## src/rtl/mem_debug_dumper.sv

```systemverilog
// Debug-side reader for the data-memory debug port: freezes the pipeline, walks
// NUM_WORDS addresses and streams each word MSB-first as bytes over valid/ready.
module mem_debug_dumper #(
    parameter int          NUM_WORDS = 32,
    parameter logic [31:0] BASE_ADDR = 32'h0000_0000,
    parameter logic [31:0] ADDR_STEP = 32'h0000_0001,
    parameter int          READ_LAT  = 1
) (
    input  logic        clk,
    input  logic        rst,
    input  logic        start,
    input  logic        abort,
    input  logic [31:0] mem_data_in,
    input  logic        tx_ready,
    output logic        debug_on,
    output logic [31:0] debug_addr,
    output logic [7:0]  tx_data,
    output logic        tx_valid,
    output logic        busy,
    output logic        done
);

    localparam logic [1:0] S_IDLE = 2'd0;
    localparam logic [1:0] S_WAIT = 2'd1;
    localparam logic [1:0] S_SEND = 2'd2;
    localparam logic [1:0] S_DONE = 2'd3;

    localparam int WORD_W = (NUM_WORDS > 1) ? $clog2(NUM_WORDS) : 1;
    localparam int LAT_W  = (READ_LAT > 0) ? $clog2(READ_LAT + 1) : 1;

    logic [1:0]        state_q,    state_d;
    logic [31:0]       addr_q,     addr_d;
    logic [WORD_W-1:0] word_cnt_q, word_cnt_d;
    logic [LAT_W-1:0]  lat_cnt_q,  lat_cnt_d;
    logic [1:0]        byte_idx_q, byte_idx_d;
    logic [31:0]       word_buf_q, word_buf_d;

    // Outputs decode the registered state, so tx_valid and debug_on are glitch-free
    // and debug_on stays high across the WAIT cycles between words.
    assign busy       = (state_q != S_IDLE);
    assign debug_on   = (state_q == S_WAIT) || (state_q == S_SEND);
    assign tx_valid   = (state_q == S_SEND);
    assign done       = (state_q == S_DONE);
    assign tx_data    = tx_valid ? word_buf_q[31:24] : 8'h00;
    assign debug_addr = addr_q;

    always_comb begin
        // NOTE: every next-state signal gets a default first so no path through the case infers a latch.
        state_d    = state_q;
        addr_d     = addr_q;
        word_cnt_d = word_cnt_q;
        lat_cnt_d  = lat_cnt_q;
        byte_idx_d = byte_idx_q;
        word_buf_d = word_buf_q;

        case (state_q)
            S_IDLE: begin
                if (start && !abort) begin
                    state_d    = S_WAIT;
                    addr_d     = BASE_ADDR;
                    word_cnt_d = '0;
                    lat_cnt_d  = '0;
                end
            end
            S_WAIT: begin
                if (lat_cnt_q == LAT_W'(READ_LAT)) begin
                    word_buf_d = mem_data_in;
                    byte_idx_d = 2'd0;
                    state_d    = S_SEND;
                end else begin
                    lat_cnt_d = lat_cnt_q + LAT_W'(1);
                end
            end
            S_SEND: begin
                if (tx_ready) begin
                    word_buf_d = {word_buf_q[23:0], 8'h00};
                    byte_idx_d = byte_idx_q + 2'd1;
                    if (byte_idx_q == 2'd3) begin
                        if (word_cnt_q == WORD_W'(NUM_WORDS - 1)) begin
                            state_d = S_DONE;
                        end else begin
                            // 32-bit add wraps modulo 2^32 by construction.
                            addr_d     = addr_q + ADDR_STEP;
                            word_cnt_d = word_cnt_q + WORD_W'(1);
                            lat_cnt_d  = '0;
                            state_d    = S_WAIT;
                        end
                    end
                end
            end
            default: begin
                state_d = S_IDLE;
            end
        endcase

        // Abort overrides any transition; a partial word is simply dropped.
        if (abort && (state_q != S_IDLE)) begin
            state_d = S_IDLE;
            addr_d  = BASE_ADDR;
        end
    end

    always_ff @(posedge clk or posedge rst) begin
        if (rst) begin
            state_q    <= S_IDLE;
            addr_q     <= BASE_ADDR;
            word_cnt_q <= '0;
            lat_cnt_q  <= '0;
            byte_idx_q <= 2'd0;
            word_buf_q <= '0;
        end else begin
            // NOTE: non-blocking assignments so every register updates from pre-edge values.
            state_q    <= state_d;
            addr_q     <= addr_d;
            word_cnt_q <= word_cnt_d;
            lat_cnt_q  <= lat_cnt_d;
            byte_idx_q <= byte_idx_d;
            word_buf_q <= word_buf_d;
        end
    end

endmodule

```

## config.mk

```make
export PLATFORM = sky130hd
export DESIGN_NAME = mem_debug_dumper
export DESIGN_NICKNAME = d
export VERILOG_FILES = /design/src/rtl/mem_debug_dumper.sv
export SDC_FILE = /design/constraint.sdc
export NUM_CORES = 1
export LEC_CHECK = 0
export ABC_AREA = 1
export CAP_MARGIN = 15
export CORE_MARGIN = 5
export CORE_UTILIZATION = 50
export CTS_BUF_LIST = sky130_fd_sc_hd__clkbuf_4 sky130_fd_sc_hd__clkbuf_8
export CTS_CLUSTER_DIAMETER = 50
export DETAILED_ROUTE_END_ITERATION = 10
export HOLD_SLACK_MARGIN = 0.08
export MAX_ROUTING_LAYER = met4
export PLACE_DENSITY = 0.78
export SLEW_MARGIN = 30
export SYNTH_ARGS = -nofsm -noshare
export SYNTH_HDL_FRONTEND = slang
export SYNTH_SLANG_ARGS = --single-unit
```

## constraint.sdc

```tcl
create_clock -name clk -period 3 [get_ports clk]
set_input_delay 0.45 -clock clk [delete_from_list [all_inputs] [get_ports clk]]
set_output_delay 0.45 -clock clk [all_outputs]
set_load 0.01 [all_outputs]
```

Word-level counts from Yosys, hierarchy flattened
Index checks and enable logic that the tools add are counted.
{"block": "word_totals", "inputBits": 37, "output_inout_bits": 44, "word_cells": 71, "regBits": 74}
{"block": "op_classes", "mux": 31, "eq_ne": 15, "n_addsub": 4, "reduce_logical": 15}
{"operator": "$mux 32", "n": 7}
{"operator": "$pmux 32 s2", "n": 2}
{"operator": "$add 32x1->32 const B", "n": 1}
{"operator": "$mux 5", "n": 4}
{"operator": "$mux 2", "n": 8}
{"operator": "$reduce_and 5->1", "n": 3}
{"operator": "$pmux 5 s2", "n": 1}
{"operator": "$ne 3x2->1 const B", "n": 3}
{"operator": "$mux 8", "n": 1}
{"operator": "$ne 2x2->1 const B", "n": 4}
{"operator": "$eq 2x2->1 const B", "n": 3}
{"operator": "$pmux 2 s3", "n": 1}
{"operator": "$reduce_bool 2->1", "n": 3}
{"operator": "$reduce_bool 3->1", "n": 2}
{"operator": "$add 5x1->5 const B", "n": 1}
{"operator": "$eq 5x5->1 const B", "n": 1}
{"operator": "$mux 1", "n": 5}
{"operator": "$pmux 2 s2", "n": 1}
{"operator": "$reduce_and 4->1", "n": 1}
{"operator": "$ne 3x1->1 const B", "n": 1}
{"operator": "$ne 3x3->1 const B", "n": 1}
{"operator": "$pmux 1 s3", "n": 1}
{"operator": "$reduce_and 3->1", "n": 1}
{"operator": "$add 2x1->2 const B", "n": 1}
{"operator": "7 further kinds", "n": 8}

Depth between registers and ports, before layout
Gate-level depths: netlist (run 1).
{"block": "depth", "depth_word": 6, "ltp_mapped": 15, "depth_no_buf": 13}

Worst setup path before layout (run 1)
No wires, ideal clock.
{"block": "synth_timing", "kind": "flip-flop to output port", "startpoint": "register state_q[0]", "endpoint": "output port tx_data[2]", "path_slack_ns": 1.033, "path_stages_with_launch": 8, "required_ns": 2.550, "n_path_buf": 3, "arrival_ns": 1.517, "cell_sequence": "dfrtp_1 -> inv_1 -> ha_1 -> buf_6 -> buf_2 -> buf_1 -> nand2_1 -> inv_1"}
{"block": "synth_via", "elab_chain_len": 2}
{"item": "from (decl)", "line_no": "31", "rtl": "logic [1:0] state_q, state_d;"}
{"item": "from (signal assigned)", "line_no": "113", "rtl": "state_q <= state_d;"}
{"item": "$eq 2x2->1", "line_no": "42", "rtl": "assign tx_valid = (state_q == S_SEND);"}
{"item": "net tx_valid", "line_no": "18", "rtl": "output logic tx_valid,"}
{"item": "$mux 8", "line_no": "44", "rtl": "assign tx_data = tx_valid ? word_buf_q[31:24] : 8'h00;"}
{"item": "to (decl)", "line_no": "17", "rtl": "output logic [7:0] tx_data,"}
The timed path passes the listed nets, and every way through them passes these cells.

Final worst setup path (run 1)
{"block": "layout_timing", "startpoint": "register state_q[0]", "endpoint": "output port tx_data[1]"}
{"block": "layout_via", "elab_chain_len": 2}
{"item": "$eq 2x2->1", "line_no": "42"}
{"item": "$mux 8", "line_no": "44"}
Every way passes these cells.

==> impl_table.tex, run 1 <==
\begin{tabular}{lr}
\hline
Metric & Value \\
\hline
\multicolumn{2}{l}{\textbf{Synthesis}} \\
Count of warnings emitted by yosys & 0 \\
Ranking of synthesized cells by instance count & nand2\_1 (168), nor2\_1 (93), dfrtp\_1 (74), inv\_1 (61), nand3\_1 (40) \\
Flop and latch count out of synthesis & 74 \\
Adder and majority cell fraction of the synthesized area & 0.02410 \\
XOR/XNOR share of the synthesized area & 0.01476 \\
Area share of the largest cell type after synthesis & 0.4458 \\
Number of instances in the synthesized netlist & 570 \\
Sequential cell area fraction in the yosys report & 0.4458 \\
Post-synthesis area per instance & 7.288 um\^{}2 \\
Top post-synthesis cells by area & dfrtp\_1 (45\%), nand2\_1 (15\%), nor2\_1 (8.4\%) \\
EDFF count, synth & 0 \\
Net Count, Synth & approximately 620 \\
Synth Area in Simple Gates & 0.3253 \\
Post-synthesis compound-gate area fraction & 0.09910 \\
Most used flip-flop cell after synthesis & dfrtp\_1 \\
Multiplexer area fraction after synthesis & 0 \\
Cell area after synthesis & approximately 0.0042 mm\^{}2 \\
Unique cell type count in the Yosys netlist & 31 \\
Largest family of logic cells by synthesized area & simple AND/OR/NAND/NOR gates \\
Most frequently used cell type in the post-synthesis netlist & nand2\_1 \\
Fraction of registers with async set/reset & 1.000 \\
Cell accounting for the most synthesized area & dfrtp\_1 \\
\multicolumn{2}{l}{\textbf{Route}} \\
Post-Route WL & 9969 um \\
Antenna-violating nets left & 0 \\
Count of unresolved DRC violations after routing & 0 \\
Number of DRC violations after detailed-routing iteration 0 & around 170 \\
Via count & approximately 3900 \\
Vias/cell & approximately 5.2 \\
First-pass DRT Iterations & 4 \\
Wire per inst & about 13 um \\
\multicolumn{2}{l}{\textbf{Floorplanning}} \\
Initial cell density of the core & 0.5081 \\
Placeable core area & $\sim$0.008 mm\^{}2 \\
Floorplan die height & between 100 and 150 um \\
Floorplan row count & 33 \\
Die boundary width & 101.2 um \\
\# IOs & between 80 and 90 \\
Area of the die & $\sim$0.010 mm\^{}2 \\
\multicolumn{2}{l}{\textbf{Global routing}} \\
Maximum number of pins on one net before global-route repair & 54 \\
Wire length of the first global-routing pass & approximately 17000 um \\
Met1 Use GR & 0.2558 \\
M3 GR Usage & 0.03994 \\
Most used routing layer & met2 \\
Final global-route overflow total & 0 \\
Total routing resource utilization after global routing & 0.2124 \\
Initial antenna violation count & 0 \\
Vias in the first global route & around 3800 \\
Met2 Resource Use GR & 0.3647 \\
\multicolumn{2}{l}{\textbf{Worst setup path}} \\
CP bufs+invs & 4 \\
Largest driver fanout on the critical path & 24 \\
Worst Setup SP & state\_q[0] \\
Kind of launch point of the worst setup path & register \\
Reg2Reg Capture Point & debug\_addr[5] \\
CP endpoint kind & primary output \\
Startpoint-to-endpoint class of the critical path & reg -> out \\
Register-to-Register Setup Slack & about 0.65 ns \\
Critical Path Most Common Cell & inv\_1 \\
Data required, critical path & roughly 2.6 ns \\
Data arrival time at the worst-slack endpoint & $\sim$2.1 ns \\
Cell type of the slowest stage on the worst timing path & clkdlybuf4s50\_1 \\
Maximum single-stage delay on the critical path & 0.54 ns \\
Cell type group with the largest total delay on the critical path & buffers and inverters \\
Stages on the worst setup path & 6 \\
Chain of cells forming the critical path & inv\_1, ha\_1, buf\_4, nand2\_1, inv\_1, clkdlybuf4s50\_1 \\
Origin of the critical flop-to-flop path & state\_q[0] \\
Cells on worst reg2reg path & 13 \\
\multicolumn{2}{l}{\textbf{Clock network}} \\
Clk buf depth & 2 \\
Post-CTS Setup Repair Bufs & 0 \\
Worst-skew pair later-pin latency & 0.36 ns \\
Clk Tree Root Cell & clkbuf\_8 \\
TritonCTS buffer count & 9 \\
CTS tree & built \\
Reg clk slew, reported paths & 0.08 ns \\
H-tree Lvls & 3 \\
Hold-fix buffers at CTS & 0 \\
Post-cts sizing count & 0 \\
Clk sink count & 74 \\
\multicolumn{2}{l}{\textbf{STA}} \\
Tmin final & about 2.6 ns \\
Final Skew & roughly 0.013 ns \\
Setup-violating endpoint count in the final report & 0 \\
Max-slew violation count & 0 \\
Transition time at the pin with the least slew margin & 0.7228 ns \\
Final Hold Violating Endpoints & 0 \\
Setup slack after layout & about 0.44 ns \\
Slew headroom & 0.5176 \\
Worst slack on hold paths & approximately 0.5 ns \\
Share of the cycle needed by the critical path after routing & 0.8524 \\
Setup repair after global routing missed its margin & false \\
Setup total negative slack & 0 ns \\
Maximum clock frequency & approximately 390 MHz \\
\multicolumn{2}{l}{\textbf{Place}} \\
Placement Cell Area & 0.005029 mm\^{}2 \\
Sum of net half-perimeters after detailed placement & $\sim$7400 um \\
Pre-CTS setup slack & about 0.70 ns \\
Final weighted congestion in routability-driven placement & around 0.94 \\
Count of input and output buffers & 80 \\
\multicolumn{2}{l}{\textbf{Final layout}} \\
Layout Cell Area excl Fill & 0.005215 mm\^{}2 \\
Number of antenna diodes & 0 \\
Fraction of layout instances using a drive strength above 1 & 0.06298 \\
Total number of nets in the final design & roughly 700 \\
Area overhead of the layout relative to synthesis & 25.54\% \\
\multicolumn{2}{l}{\textbf{Hold path}} \\
Classification of the worst-slack hold path & in -> async \\
\multicolumn{2}{l}{\textbf{Outcome}} \\
Status & completed \\
\multicolumn{2}{l}{\textbf{Power}} \\
Max VDD drop & $\sim$0.41 mV \\
Areal power density over the cells & roughly 740 mW/mm\^{}2 \\
Total leakage power & about 2.4 nW \\
Overall power consumption & 3.860 mW \\
\multicolumn{2}{l}{\textbf{Run}} \\
Number of max-capacitance violations reported & 0 \\
\hline
\end{tabular}
## through the flow
step | std cells | util
floorplan | 570 | -
global placement | 740 | 0.6151
detailed placement | 740 | 0.6151
CTS | 756 | 0.6377
global route | 756 | 0.6379
finish | 756 | 0.6379
## power by group
part	total, mW	switching (mW)	leakage (nW)	internal (mW)
clock network	0.737	0.423	0.0884	0.314
registers	1.43	0.154	0.943	1.28
logic	1.69	1.08	1.39	0.615
## placed cells by master (no fill, tap or decap), types with 9 or more instances in the layout
cell type / n
nor2_1: 92
o21ai_0: 24
nand3_1: 40
dfrtp_1: 74
clkbuf_8: 9
a31oi_1: 27
inv_1: 60
a21oi_1: 12
clkdlybuf4s50_1: 80
nand4_1: 9
nand2_1: 168
## flip-flops by register name, indices dropped and copies added, names as in the netlist
| signal | flops |
|---|---|
| word_cnt_q | 5 |
| state_q | 2 |
| lat_cnt_q | 1 |
| debug_addr | 32 |
| byte_idx_q | 2 |
| word_buf_q | 32 |
## kinds of logic after synthesis
group	count (synthesis)
and+or+nand+nor	326
buffers and inverters	85
AOI/OAI and AO/OA	70
DFF	74
xor gates and xnor gates	7
adders and majority gates	8
## metal layers
layer,routed length (um),up-vias
met2,5004,135
met5,0,-
li1,-,1974
met1,4120,1785
met4,171,0
met3,672,16
## area by class of cell
cell class,instances,area (um^2)
fill,727,2960
multi-input combinational,411,1932
sequential,74,1852
timing repair buffer,86,870.8
inverter,64,244.0
tap,105,131.4
clock buffer,9,123.9
clock inverter,7,61.31
## worst max-delay path by stage
stage | to | slack (ns)
after floorplan | byte_idx_q[0] | 0.67
after global placement | debug_addr[27] | 0.72
after detailed placement | debug_addr[11] | 0.70
after CTS | tx_data[6] | 0.42
after global routing | tx_data[7] | 0.31
final | tx_data[1] | 0.44
Power figures use the tool's default switching activity.
==> inputs of run 2 (changes only) <==
- CELL_PAD_IN_SITES_DETAIL_PLACEMENT: not set -> 1
- CELL_PAD_IN_SITES_GLOBAL_PLACEMENT: not set -> 2
- CORE_UTILIZATION: 50 -> 30
- PLACE_DENSITY: 0.78 -> not set
- PLACE_DENSITY_LB_ADDON: not set -> 0.1
==> run 2 against run 1 <==
Compared with the run above:
- fmax fell by 0.53%
- first-iteration DRC count fell by 23%
- largest power group unchanged
- highest routed layer unchanged
- critical endpoint is now tx_data[6]
- final cell count rose by 10%
==> impl_table.tex, run 2 (synthesis results as in run 1) <==
\begin{tabular}{lr}
\hline
Metric & Value \\
\hline
\multicolumn{2}{l}{\textbf{Worst setup path}} \\
Origin of the critical flop-to-flop path & state\_q[0] \\
Cell type of the slowest stage on the worst timing path & clkdlybuf4s50\_1 \\
Data required, critical path & between 2 and 3 ns \\
Worst Setup SP & state\_q[0] \\
Reg2Reg Capture Point & debug\_addr[27] \\
Largest driver fanout on the critical path & 24 \\
Critical Path Most Common Cell & inv\_1 \\
Kind of launch point of the worst setup path & register \\
Startpoint-to-endpoint class of the critical path & reg -> out \\
Stages on the worst setup path & 5 \\
End point of the critical path & tx\_data[6] \\
CP bufs+invs & 3 \\
Cell type group with the largest total delay on the critical path & buffers and inverters \\
Data arrival time at the worst-slack endpoint & 2.12 ns \\
Maximum single-stage delay on the critical path & roughly 0.53 ns \\
Chain of cells forming the critical path & inv\_1, ha\_4, nand2\_1, inv\_1, clkdlybuf4s50\_1 \\
CP endpoint kind & primary output \\
Register-to-Register Setup Slack & approximately 0.59 ns \\
Cells on worst reg2reg path & 11 \\
\multicolumn{2}{l}{\textbf{STA}} \\
Setup total negative slack & 0 ns \\
Maximum clock frequency & between 300 and 400 MHz \\
Final Skew & approximately 0.013 ns \\
Final Hold Violating Endpoints & 0 \\
Max-slew violation count & 0 \\
Setup-violating endpoint count in the final report & 0 \\
Share of the cycle needed by the critical path after routing & 0.8569 \\
Slew headroom & 0.4860 \\
Tmin final & roughly 2.6 ns \\
Setup repair after global routing missed its margin & false \\
Transition time at the pin with the least slew margin & approximately 0.77 ns \\
\multicolumn{2}{l}{\textbf{Clock network}} \\
Clk sink count & 74 \\
TritonCTS buffer count & 9 \\
CTS tree & built \\
Clk Tree Root Cell & clkbuf\_8 \\
H-tree Lvls & 3 \\
Reg clk slew, reported paths & about 0.080 ns \\
Post-CTS Setup Repair Bufs & 0 \\
Clk buf depth & 2 \\
Worst-skew pair later-pin latency & $\sim$0.37 ns \\
\multicolumn{2}{l}{\textbf{Final layout}} \\
Most common cell after layout, fill and taps aside & nand2\_1 \\
Total number of nets in the final design & roughly 700 \\
Fraction of layout instances using a drive strength above 1 & 0.07023 \\
Area overhead of the layout relative to synthesis & 30.00\% \\
Number of antenna diodes & 0 \\
Highest-count cells in the layout ignoring fill and taps & nand2\_1 (168), nor2\_1 (92), clkdlybuf4s50\_1 (80) \\
\multicolumn{2}{l}{\textbf{Hold path}} \\
Classification of the worst-slack hold path & reg -> reg \\
\multicolumn{2}{l}{\textbf{Power}} \\
Portion of total power attributed to combinational logic & 0.441 \\
Total leakage power & around 2.5 nW \\
Sw frac & 0.4062 \\
Cell-internal power & $\sim$2.5 mW \\
Areal power density over the cells & $\sim$770 mW/mm\^{}2 \\
Sw Pwr & 1.684 mW \\
Part of the power in registers & 0.345 \\
Clock power share & 0.214 \\
Max VDD drop & 0.3497 mV \\
Overall power consumption & 4.146 mW \\
\multicolumn{2}{l}{\textbf{Route}} \\
Number of DRC violations after detailed-routing iteration 0 & between 100 and 150 \\
Post-Route WL & between 10000 and 15000 um \\
Count of unresolved DRC violations after routing & 0 \\
Wire per inst & between 10 and 15 um \\
First-pass DRT Iterations & 4 \\
Antenna-violating nets left & 0 \\
Vias/cell & 4.651 \\
Via count & $\sim$3900 \\
\multicolumn{2}{l}{\textbf{Floorplanning}} \\
Area of the die & 0.01630 mm\^{}2 \\
\# IOs & a little over 80 \\
Floorplan row count & 43 \\
Placeable core area & approximately 0.014 mm\^{}2 \\
Initial cell density of the core & 0.3028 \\
Floorplan die height & 127.7 um \\
Die boundary width & around 130 um \\
\multicolumn{2}{l}{\textbf{Run}} \\
Number of max-capacitance violations reported & 0 \\
\multicolumn{2}{l}{\textbf{Place}} \\
Final weighted congestion in routability-driven placement & approximately 0.8 \\
Sum of net half-perimeters after detailed placement & around 9000 um \\
Count of input and output buffers & 80 \\
\multicolumn{2}{l}{\textbf{Outcome}} \\
Status & completed \\
\multicolumn{2}{l}{\textbf{Global routing}} \\
Maximum number of pins on one net before global-route repair & 43 \\
Final global-route overflow total & 0 \\
Initial antenna violation count & 0 \\
Wire length of the first global-routing pass & 20430 um \\
Vias in the first global route & 4169 \\
Total routing resource utilization after global routing & 0.1599 \\
\hline
\end{tabular}
run 2: layout make-up:
cell class	instances	area (um^2)
Sequential cell	74	1852
Clock buffer	11	145.1
Timing Repair Buffer	90	913.4
Tap cell	180	225.2
Multi-Input combinational cell	411	1944
Inverter	64	242.7
Fill cell	1739	8319
Clock inverter	5	77.57
run 2: tightest hold or removal path: stages, from the launching register on:
cell     delay (ns)
dfrtp_1        0.34
o21ai_0        0.08
nand2_1        0.07
run 2: worst min-delay path by stage:
stage / from / endpoint / slack [ns] / cells past startpoint
2_1_floorplan: word_cnt_q[4] / word_cnt_q[4] / 0.46 / 2
3_3_place_gp: word_cnt_q[4] / word_cnt_q[4] / 0.48 / 2
3_5_place_dp: word_cnt_q[4] / word_cnt_q[4] / 0.50 / 2
4_1_cts: word_cnt_q[4] / word_cnt_q[4] / 0.52 / 2
5_1_grt: word_buf_q[6] / word_buf_q[6] / 0.54 / 2
6_report: word_buf_q[1] / word_buf_q[1] / 0.52 / 2
run 2: what timing repair did:
action	in CTS	in global routing
endpoints found under the setup margin	0	1
hold buffers	0	0
resized for setup	0	1
run 2: power by group through the flow:
| stage | sequential, mW | clock, mW | combinational, mW |
|---|---|---|---|
| finish | 1.43 | 0.888 | 1.83 |
| global route | 1.47 | 0.975 | 2.09 |
| CTS | 1.43 | 0.933 | 1.87 |
| detailed placement | 1.45 | 0 | 1.87 |
| global placement | 1.43 | 0 | 1.82 |
| floorplan | 1.41 | 0 | 1.34 |
run 2: layer usage:
| layer | part of all wire | vias up | global-route usage |
|---|---|---|---|
| li1 | - | 1972 | - |
| met3 | 0.037 | 9 | 0.03917 |
| met2 | 0.51 | 62 | 0.2803 |
| met4 | 0.0095 | 0 | 0.03683 |
| met5 | 0 | - | - |
| met1 | 0.44 | 1841 | 0.1856 |
run 2: metrics by stage:
stage	area [um^2]	util	instances	hold WS, ns	worst slack (ns)
final	5400	0.3936	835	0.5164	0.4293
after global routing	5400	0.3936	835	0.5403	0.2388
after CTS	5390	0.3929	835	0.5164	0.1198
after detailed placement	5167	0.3767	819	0.4962	0.5418
after global placement	5167	0.3767	819	0.4753	0.5768
after floorplan	4154	-	570	0.4594	0.6684
